==> config.mk <==
export PLATFORM = sky130hd
export DESIGN_NAME = alu_arb_ctrl
export DESIGN_NICKNAME = d
export VERILOG_FILES = /design/src/rtl/alu_arb_ctrl.sv
export SDC_FILE = /design/constraint.sdc
export NUM_CORES = 1
export LEC_CHECK = 0
export CELL_PAD_IN_SITES_DETAIL_PLACEMENT = 0
export CELL_PAD_IN_SITES_GLOBAL_PLACEMENT = 1
export CORE_AREA = 2 2 98 100
export DETAILED_ROUTE_END_ITERATION = 10
export DIE_AREA = 0 0 100 102
export HOLD_SLACK_MARGIN = 0.05
export PLACE_DENSITY_LB_ADDON = 0.1
export SYNTH_ARGS = -nofsm -noshare
export SYNTH_HDL_FRONTEND = slang
export SYNTH_SLANG_ARGS = --single-unit
==> constraint.sdc <==
create_clock -name clk -period 4.87 [get_ports clk]
set_clock_uncertainty 0.1 [all_clocks]
set_input_delay 0.487 -clock clk [delete_from_list [all_inputs] [get_ports clk]]
set_output_delay 0.487 -clock clk [all_outputs]
set_load 0.02 [all_outputs]
==> src/rtl/alu_arb_ctrl.sv <==
// Two-requester round-robin front end for a shared two-stage ALU.
// One operation in flight: latch, issue, execute, capture, then hold the response.
module alu_arb_ctrl #(
    parameter int W = 8
) (
    input  logic           clk,
    input  logic           rst,
    input  logic [1:0]     req_valid,
    output logic [1:0]     req_ready,
    input  logic [2*W-1:0] req_opa,
    input  logic [2*W-1:0] req_opb,
    input  logic [7:0]     req_cmd,
    input  logic [1:0]     req_mode,
    input  logic [1:0]     req_cin,
    input  logic [3:0]     req_inp_valid,
    output logic           rsp_valid,
    input  logic           rsp_ready,
    output logic           rsp_id,
    output logic [2*W-1:0] rsp_result,
    output logic [5:0]     rsp_flags,
    output logic           alu_ce,
    output logic           alu_mode,
    output logic           alu_cin,
    output logic [3:0]     alu_cmd,
    output logic [1:0]     alu_inp_valid,
    output logic [W-1:0]   alu_opa,
    output logic [W-1:0]   alu_opb,
    input  logic [2*W-1:0] alu_result,
    input  logic           alu_oflow,
    input  logic           alu_cout,
    input  logic           alu_g,
    input  logic           alu_l,
    input  logic           alu_e,
    input  logic           alu_err,
    output logic           busy,
    output logic [15:0]    op_count
);

    typedef enum logic [2:0] {IDLE, ISSUE, EXEC, CAPTURE, RESP} state_t;

    state_t         r_state;
    state_t         w_next;
    logic           r_last;
    logic           w_gnt_id;
    logic           w_xfer;
    logic [W-1:0]   r_opa;
    logic [W-1:0]   r_opb;
    logic [3:0]     r_cmd;
    logic           r_mode;
    logic           r_cin;
    logic [1:0]     r_inp_valid;
    logic           r_id;
    logic           r_rsp_id;
    logic [2*W-1:0] r_rsp_result;
    logic [5:0]     r_rsp_flags;
    logic [15:0]    r_op_count;

    // On a tie the requester that did not win last time is favoured.
    assign w_gnt_id = (req_valid == 2'b11) ? ~r_last : req_valid[1];
    assign w_xfer   = |(req_valid & req_ready);

    always_ff @(posedge clk or posedge rst) begin
        if (rst) begin
            r_state <= IDLE;
        end else begin
            r_state <= w_next;
        end
    end

    always_comb begin
        w_next    = r_state;
        req_ready = 2'b00;
        alu_ce    = 1'b0;
        rsp_valid = 1'b0;
        busy      = 1'b1;
        case (r_state)
            IDLE: begin
                busy = 1'b0;
                if (req_valid == 2'b11) begin
                    req_ready = r_last ? 2'b01 : 2'b10;
                end else begin
                    req_ready = req_valid;
                end
                if (|req_valid) begin
                    w_next = ISSUE;
                end
            end
            ISSUE: begin
                alu_ce = 1'b1;
                w_next = EXEC;
            end
            EXEC: begin
                alu_ce = 1'b1;
                w_next = CAPTURE;
            end
            CAPTURE: begin
                w_next = RESP;
            end
            RESP: begin
                rsp_valid = 1'b1;
                if (rsp_ready) begin
                    w_next = IDLE;
                end
            end
            default: begin
                w_next = IDLE;
            end
        endcase
    end

    // ALU drive registers move only on an accepted request so the ALU's
    // unregistered inputs stay stable for the whole operation.
    always_ff @(posedge clk or posedge rst) begin
        if (rst) begin
            r_last       <= 1'b1;
            r_opa        <= '0;
            r_opb        <= '0;
            r_cmd        <= '0;
            r_mode       <= 1'b0;
            r_cin        <= 1'b0;
            r_inp_valid  <= '0;
            r_id         <= 1'b0;
            r_rsp_id     <= 1'b0;
            r_rsp_result <= '0;
            r_rsp_flags  <= '0;
            r_op_count   <= '0;
        end else begin
            if (w_xfer) begin
                r_last      <= w_gnt_id;
                r_id        <= w_gnt_id;
                r_opa       <= w_gnt_id ? req_opa[2*W-1:W] : req_opa[W-1:0];
                r_opb       <= w_gnt_id ? req_opb[2*W-1:W] : req_opb[W-1:0];
                r_cmd       <= w_gnt_id ? req_cmd[7:4] : req_cmd[3:0];
                r_mode      <= w_gnt_id ? req_mode[1] : req_mode[0];
                r_cin       <= w_gnt_id ? req_cin[1] : req_cin[0];
                r_inp_valid <= w_gnt_id ? req_inp_valid[3:2] : req_inp_valid[1:0];
            end
            if (r_state == CAPTURE) begin
                r_rsp_result <= alu_result;
                r_rsp_flags  <= {alu_err, alu_oflow, alu_cout, alu_g, alu_l, alu_e};
                r_rsp_id     <= r_id;
            end
            if ((r_state == RESP) && rsp_ready) begin
                r_op_count <= r_op_count + 16'd1;
            end
        end
    end

    assign alu_opa       = r_opa;
    assign alu_opb       = r_opb;
    assign alu_cmd       = r_cmd;
    assign alu_mode      = r_mode;
    assign alu_cin       = r_cin;
    assign alu_inp_valid = r_inp_valid;
    assign rsp_id        = r_rsp_id;
    assign rsp_result    = r_rsp_result;
    assign rsp_flags     = r_rsp_flags;
    assign op_count      = r_op_count;

endmodule
==> results.py, run 1 <==
metrics = {
    "clock_tree": {
        "root_buffer": "clkbuf_8",
        "cts_tree": "done",
        "clk_pin_slew_ns": 0.07,
        "cts_made_buffers": 9,
        "htreeDepth": 3,
        "clk_path_buf_depth": 2,
        "clock-sinks": 68,
        "holdBufCountCts": 0,
        "cts_setup_buffers": 0,
        "worstSkewPairLatency_ns": 0.32,
        "cts-resized-gates": 0,
    },
    "critical_path": {
        "crit_path_end_kind": "output pin",
        "reg2reg_setup_slack_ns": 3.02,
        "r2r.worst_path.cells": 2,
        "crit_top_cell": "clkdlybuf4s50_1",
        "timing.critical_path.from_type": "input port",
        "arrival_ns": 2.41,
        "crit_end": "req_ready[1]",
        "crit_family": "buffers and inverters",
        "required_ns": 4.28,
        "crit_chain": "clkdlybuf4s50_1, a21boi_4, buf_4, and2_1, clkdlybuf4s50_1",
        "slowest_stage": "clkdlybuf4s50_1",
        "r2r-start": "r_state[2]",
        "path_depth": 5,
        "cp-startpoint": "req_valid[1]",
        "slowest_delay_ns": 0.61,
        "path_max_fanout": 25,
        "worstSetupPathType": "input port to output pin",
        "rr_endpoint": "rsp_flags[3]",
        "worst-path-buf-inv": 3,
    },
    "global_routing": {
        "track_usage_pct": 13.8,
        "grt_overflow": 0,
        "antenna_found_initial": 0,
        "grt_pass1_wl_mm": 10.9,
        "grt_pass1_vias": 2176,
        "grt_max_degree": 50,
    },
    "timing": {
        "fin_crit_sh_pct": 61.6,
        "worst_slack_ns": 1.87,
        "setup_viol": 0,
        "hold_viol": 0,
        "rsz0062_at_grt": "false",
        "layout_min_cycle_time_ns": 3.00,
        "maxSlewHeadroom_pct": 54.6,
        "worst_pin_slew_ns": 0.677,
        "timing.setup.tns_ns": 0,
        "drv_slew": 0,
        "fmaxAchievable_mhz": 334,
    },
    "synthesis": {
        "async_flop_share_pct": 100,
        "yosysUniqueCellTypes": 32,
        "ys_ff_latch": 68,
        "syn-cell-area_um2": 2950,
        "syn_area_per_cell_um2": 12.2,
        "syn_inst": 242,
        "synth_area_leaders": "dfrtp_1 57%, mux2i_1 8.1%, mux2_2 6.5%, a21oi_1 4.2%, nor2_1 3.8%",
        "synth-seq-area-share_pct": 57.7,
        "synth_top_area_share_pct": 56.8,
        "synthFlopType": "dfrtp_1",
        "synth_top_area_cell": "dfrtp_1",
        "syn_nets": 318,
        "ys_warn_count": 0,
        "synth_edf_count": 0,
    },
    "route": {
        "final_antenna_net_count": 0,
        "drt_iter0_markers": 55,
        "routed_wl_mm": 7.16,
        "route.detailed.drc": 0,
        "vias": 2297,
        "vias_per_cell": 4.58,
        "drt-pass1-iter-count": 4,
        "wl_per_cell_um": 14.3,
    },
    "placement": {
        "dpl.hpwl_mm": 5.22,
        "gp_congestion": 0.695,
        "dp.cells": 486,
        "io_buffers": 142,
        "pre_cts_slack_ns": 1.85,
    },
    "layout": {
        "nets": 462,
        "nFillCells": 866,
        "layout.cells.non_filler": 501,
        "diodes": 0,
        "drive_gt1_share_pct": 11.0,
        "syn2layout_area_growth_pct": 57.8,
    },
    "hold_path": {
        "hp-class": "input port to asynchronous set/reset pin",
    },
    "die": {
        "start_util_pct": 32.4,
        "core_um2": 9110,
        "dieArea_um2": 10200,
        "ios": 143,
        "die_y_um": 102,
        "rows": 35,
        "dieWidth_um": 100,
    },
    "job": {
        "cap_violations": 0,
    },
    "pwr": {
        "power.static_leakage_nw": 1.98,
        "ir_drop_mv": 0.438,
        "power_density_nw_per_um2": 587,
    },
    "outcome": {
        "status": "finished clean",
    },
}
[synth_stat cells, types with 2 or more instances]
cell / instances
mux2i_1: 24
nand4_1: 3
buf_6: 4
and3_1: 3
nand2_1: 10
nand3_1: 2
nor3_1: 2
mux2_1: 6
o21ai_0: 3
xor2_1: 5
a21oi_1: 25
inv_1: 5
dfrtp_1: 67
buf_4: 2
buf_2: 6
xnor2_1: 11
nor2_1: 30
nand3_2: 2
and4_1: 3
mux2_2: 17
[registers in the layout (all words and copies together), names as in the netlist]
name / flops
rsp_result: 16
r_id: 1
alu_cin: 1
alu_inp_valid: 2
r_last: 1
alu_opb: 8
r_state: 3
op_count: 16
alu_opa: 8
rsp_id: 1
rsp_flags: 6
alu_mode: 1
alu_cmd: 4
[routing by layer]
metal / track usage (%) / part of all wire (%) / up-vias
li1: - / - / 1120
met1: 17.8 / 45 / 1076
met2: 21.5 / 46 / 93
met3: 4.65 / 7.8 / 8
met4: 6.01 / 1.3 / 0
met5: 0 / 0 / -
[cells in the final DEF (no fill, tap or decap)]
cell             instances
clkdlybuf4s50_1        142
dfrtp_1                 67
nor2_1                  30
a21oi_1                 25
mux2i_1                 24
mux2_2                  17
clkbuf_8                12
xnor2_1                 11
nand2_1                 10
mux2_1                   6
xor2_1                   5
inv_1                    4
nand4_1                  3
and4_1                   3
and3_1                   3
o21ai_0                  3
buf_4                    3
nor3_1                   2
nand3_1                  2
nand3_2                  2
clkbuf_1                 2
nor3_2                   1
o21a_1                   1
a21boi_4                 1
and4bb_1                 1
and2_4                   1
nand4_2                  1
and4_4                   1
nand3b_2                 1
and2_1                   1
inv_2                    1
o21bai_1                 1
ha_1                     1
bufinv_16                1
dfstp_2                  1
[logic make-up after synthesis]
family / Yosys count / synth area share, %
AO/OA/AOI/OAI: 31 / 5.51
XOR/XNOR: 16 / 4.75
adder cells (fa/ha/maj): 1 / 0.424
buffers and inverters: 17 / 3.69
flip-flops: 68 / 57.7
multiplexers: 47 / 16.9
AND/OR/NAND/NOR: 62 / 11.1
[worst register-to-register path: stages, from the launching register on]
cell      delay (ns)
dfrtp_1         0.45
nand3b_2        0.67
mux2_1          0.52
[cell type report]
cell class	count	area [um2]	share of cell area, %
clock inverter	1	30.0	0.644
multi-input combinational	157	1150	24.7
tap	111	139	2.98
sequential	68	1700	36.5
clock buffer	14	173	3.71
timing repair buffer	145	1440	31.0
inverter	5	18.8	0.403
[metrics by stage]
| step | utilization [%] | power, mW | hold slack (ns) | cell area [um2] |
|---|---|---|---|---|
| final | 51.2 | 2.73 | 0.382 | 4660 |
| after global routing | 51.2 | 2.91 | 0.404 | 4660 |
| after CTS | 51.2 | 2.78 | 0.382 | 4660 |
| after detailed placement | 48.9 | 2.29 | 0.377 | 4460 |
| after global placement | 48.9 | 2.27 | 0.362 | 4460 |
| after floorplan | - | 1.68 | 0.370 | 2950 |
[report_power, final]
group	total, mW	switching [mW]	internal [mW]
Sequential	0.944	0.144	0.800
Combinational	1.31	0.653	0.662
Clock	0.474	0.198	0.277
[worst min-delay path by stage]
| stage | startpoint | to | slack (ns) |
|---|---|---|---|
| final | rst | rsp_result[8] | 0.38 |
| after global routing | rst | rsp_result[8] | 0.40 |
| after CTS | rst | rsp_result[8] | 0.38 |
| after detailed placement | op_count[15] | op_count[15] | 0.38 |
| after global placement | op_count[15] | op_count[15] | 0.36 |
| after floorplan | r_last | r_last | 0.37 |
Power figures use the tool's default switching activity.
==> run 2: changes to the inputs <==
- CORE_AREA: 2 2 98 100 -> 2 2 103 105
- DIE_AREA: 0 0 100 102 -> 0 0 105 107
- clock period: 4.87 -> 2.9 ns (I/O delays scaled with it)
==> run 2 against run 1 <==
Compared with the run above: power is 70% higher; global-route usage is 0.21 points lower; worst setup slack worse by 1.4 ns; sequential power is 68% higher; clock power is 76% higher; register-to-register slack worse by 2.0 ns; first-iteration DRC count is 18% lower; clock-buffer cell count is 4 lower; design area is 1.3% higher; flip-flop and latch count stayed put; critical path depth is 1 lower; critical endpoint is now req_ready[0]; largest cell class unchanged; largest power group unchanged.
==> results.py, run 2 (same netlist as run 1, synthesis figures left out) <==
metrics = {
    "outcome": {
        "status": "finished clean",
    },
    "die": {
        "dieArea_um2": 11200,
        "dieWidth_um": 105,
        "start_util_pct": 29.3,
        "ios": 143,
        "die_y_um": 107,
        "core_um2": 10100,
        "rows": 37,
    },
    "critical_path": {
        "reg2reg_setup_slack_ns": 1.01,
        "crit_path_end_kind": "output pin",
        "arrival_ns": 2.00,
        "r2r-start": "r_state[2]",
        "cp-startpoint": "r_state[0]",
        "path_max_fanout": 6,
        "worstSetupPathType": "flip-flop to output pin",
        "r2r.worst_path.cells": 2,
        "timing.critical_path.from_type": "flip-flop",
        "required_ns": 2.51,
        "crit_end": "req_ready[0]",
        "rr_endpoint": "rsp_flags[2]",
    },
    "global_routing": {
        "antenna_found_initial": 0,
        "grt_pass1_wl_mm": 12.1,
        "grt_pass1_vias": 2443,
        "track_usage_pct": 13.6,
        "grt_overflow": 0,
        "grt_max_degree": 37,
    },
    "pwr": {
        "finalPower_mw": 4.65,
        "power.static_leakage_nw": 1.99,
        "ir_drop_mv": 0.393,
        "power_density_nw_per_um2": 984,
    },
    "layout": {
        "layout_common_cells": "142 x clkdlybuf4s50_1, 67 x dfrtp_1, 30 x nor2_1",
        "syn2layout_area_growth_pct": 59.9,
        "drive_gt1_share_pct": 11.7,
        "fin_util_pct": 46.8,
        "nets": 464,
        "final_common_cell": "clkdlybuf4s50_1",
        "diodes": 0,
        "design_area_um2": 4720,
        "layout.cells.non_filler": 528,
    },
    "route": {
        "route.detailed.drc": 0,
        "drt_iter0_markers": 45,
        "routed_wl_mm": 7.36,
        "vias": 2329,
        "vias_per_cell": 4.41,
        "wl_per_cell_um": 13.9,
        "final_antenna_net_count": 0,
        "drt-pass1-iter-count": 4,
    },
    "clock_tree": {
        "cts_made_buffers": 9,
        "worstSkewPairLatency_ns": 0.34,
        "clk_path_buf_depth": 2,
        "cts-resized-gates": 0,
        "holdBufCountCts": 0,
        "cts_setup_buffers": 0,
        "htreeDepth": 3,
        "cts_tree": "done",
        "clock-sinks": 68,
        "root_buffer": "clkbuf_8",
        "clk_pin_slew_ns": 0.08,
    },
    "placement": {
        "place_area_um2": 4520,
        "io_buffers": 142,
        "dpl.hpwl_mm": 5.35,
        "dp.cells": 513,
        "pre_cts_slack_ns": 0.663,
        "gp_congestion": 0.680,
    },
    "hold_path": {
        "hp-class": "input port to asynchronous set/reset pin",
    },
    "timing": {
        "worst_slack_ns": 0.506,
        "fmaxAchievable_mhz": 418,
        "worst_pin_slew_ns": 0.701,
        "maxSlewHeadroom_pct": 53.0,
        "hold_ws_ns": 0.128,
        "layout_min_cycle_time_ns": 2.39,
        "drv_slew": 0,
        "hold_viol": 0,
        "setup_viol": 0,
        "fin_crit_sh_pct": 82.5,
        "timing.setup.tns_ns": 0,
        "rsz0062_at_grt": "false",
    },
    "job": {
        "cap_violations": 0,
    },
}
run 2: critical path: stages (launching register included):
cell and delay (ns):
dfrtp_1 0.46, nor3_2 0.34, nand2_1 0.12, a21oi_1 0.12, clkdlybuf4s50_1 0.64
run 2: worst min path at each step:
stage | startpoint | to | slack [ns] | depth (start not counted)
after floorplan | req_valid[1] | r_last | 0.29 | 2
after global placement | op_count[15] | op_count[15] | 0.36 | 1
after detailed placement | op_count[15] | op_count[15] | 0.37 | 1
after CTS | rst | rsp_result[6] | 0.12 | 2
after global routing | rst | rsp_result[5] | 0.15 | 2
final | rst | rsp_result[5] | 0.13 | 2
run 2: layout make-up:
type | count | area [um2]
Timing Repair Buffer | 147 | 1470
Sequential cell | 68 | 1700
Multi-Input combinational cell | 157 | 1150
Tap cell | 136 | 170
Fill cell | 1013 | 5370
Inverter | 5 | 18.8
Clock inverter | 5 | 77.6
Clock buffer | 10 | 128
run 2: report_power, final:
| part | total, mW | leakage [nW] | switching [mW] | internal [mW] |
|---|---|---|---|---|
| registers | 1.59 | 0.812 | 0.242 | 1.34 |
| logic | 2.23 | 1.08 | 1.10 | 1.12 |
| clock network | 0.833 | 0.102 | 0.356 | 0.477 |
| total | 4.65 | 1.99 | 1.70 | 2.94 |
run 2: metal layers:
metal | part of all wire (%) | global-route usage [%] | vias to the layer above
li1 | - | - | 1127
met1 | 42 | 16.2 | 1113
met2 | 48 | 22.1 | 77
met3 | 8.0 | 4.98 | 12
met4 | 1.6 | 6.00 | 0
met5 | 0 | 0 | -
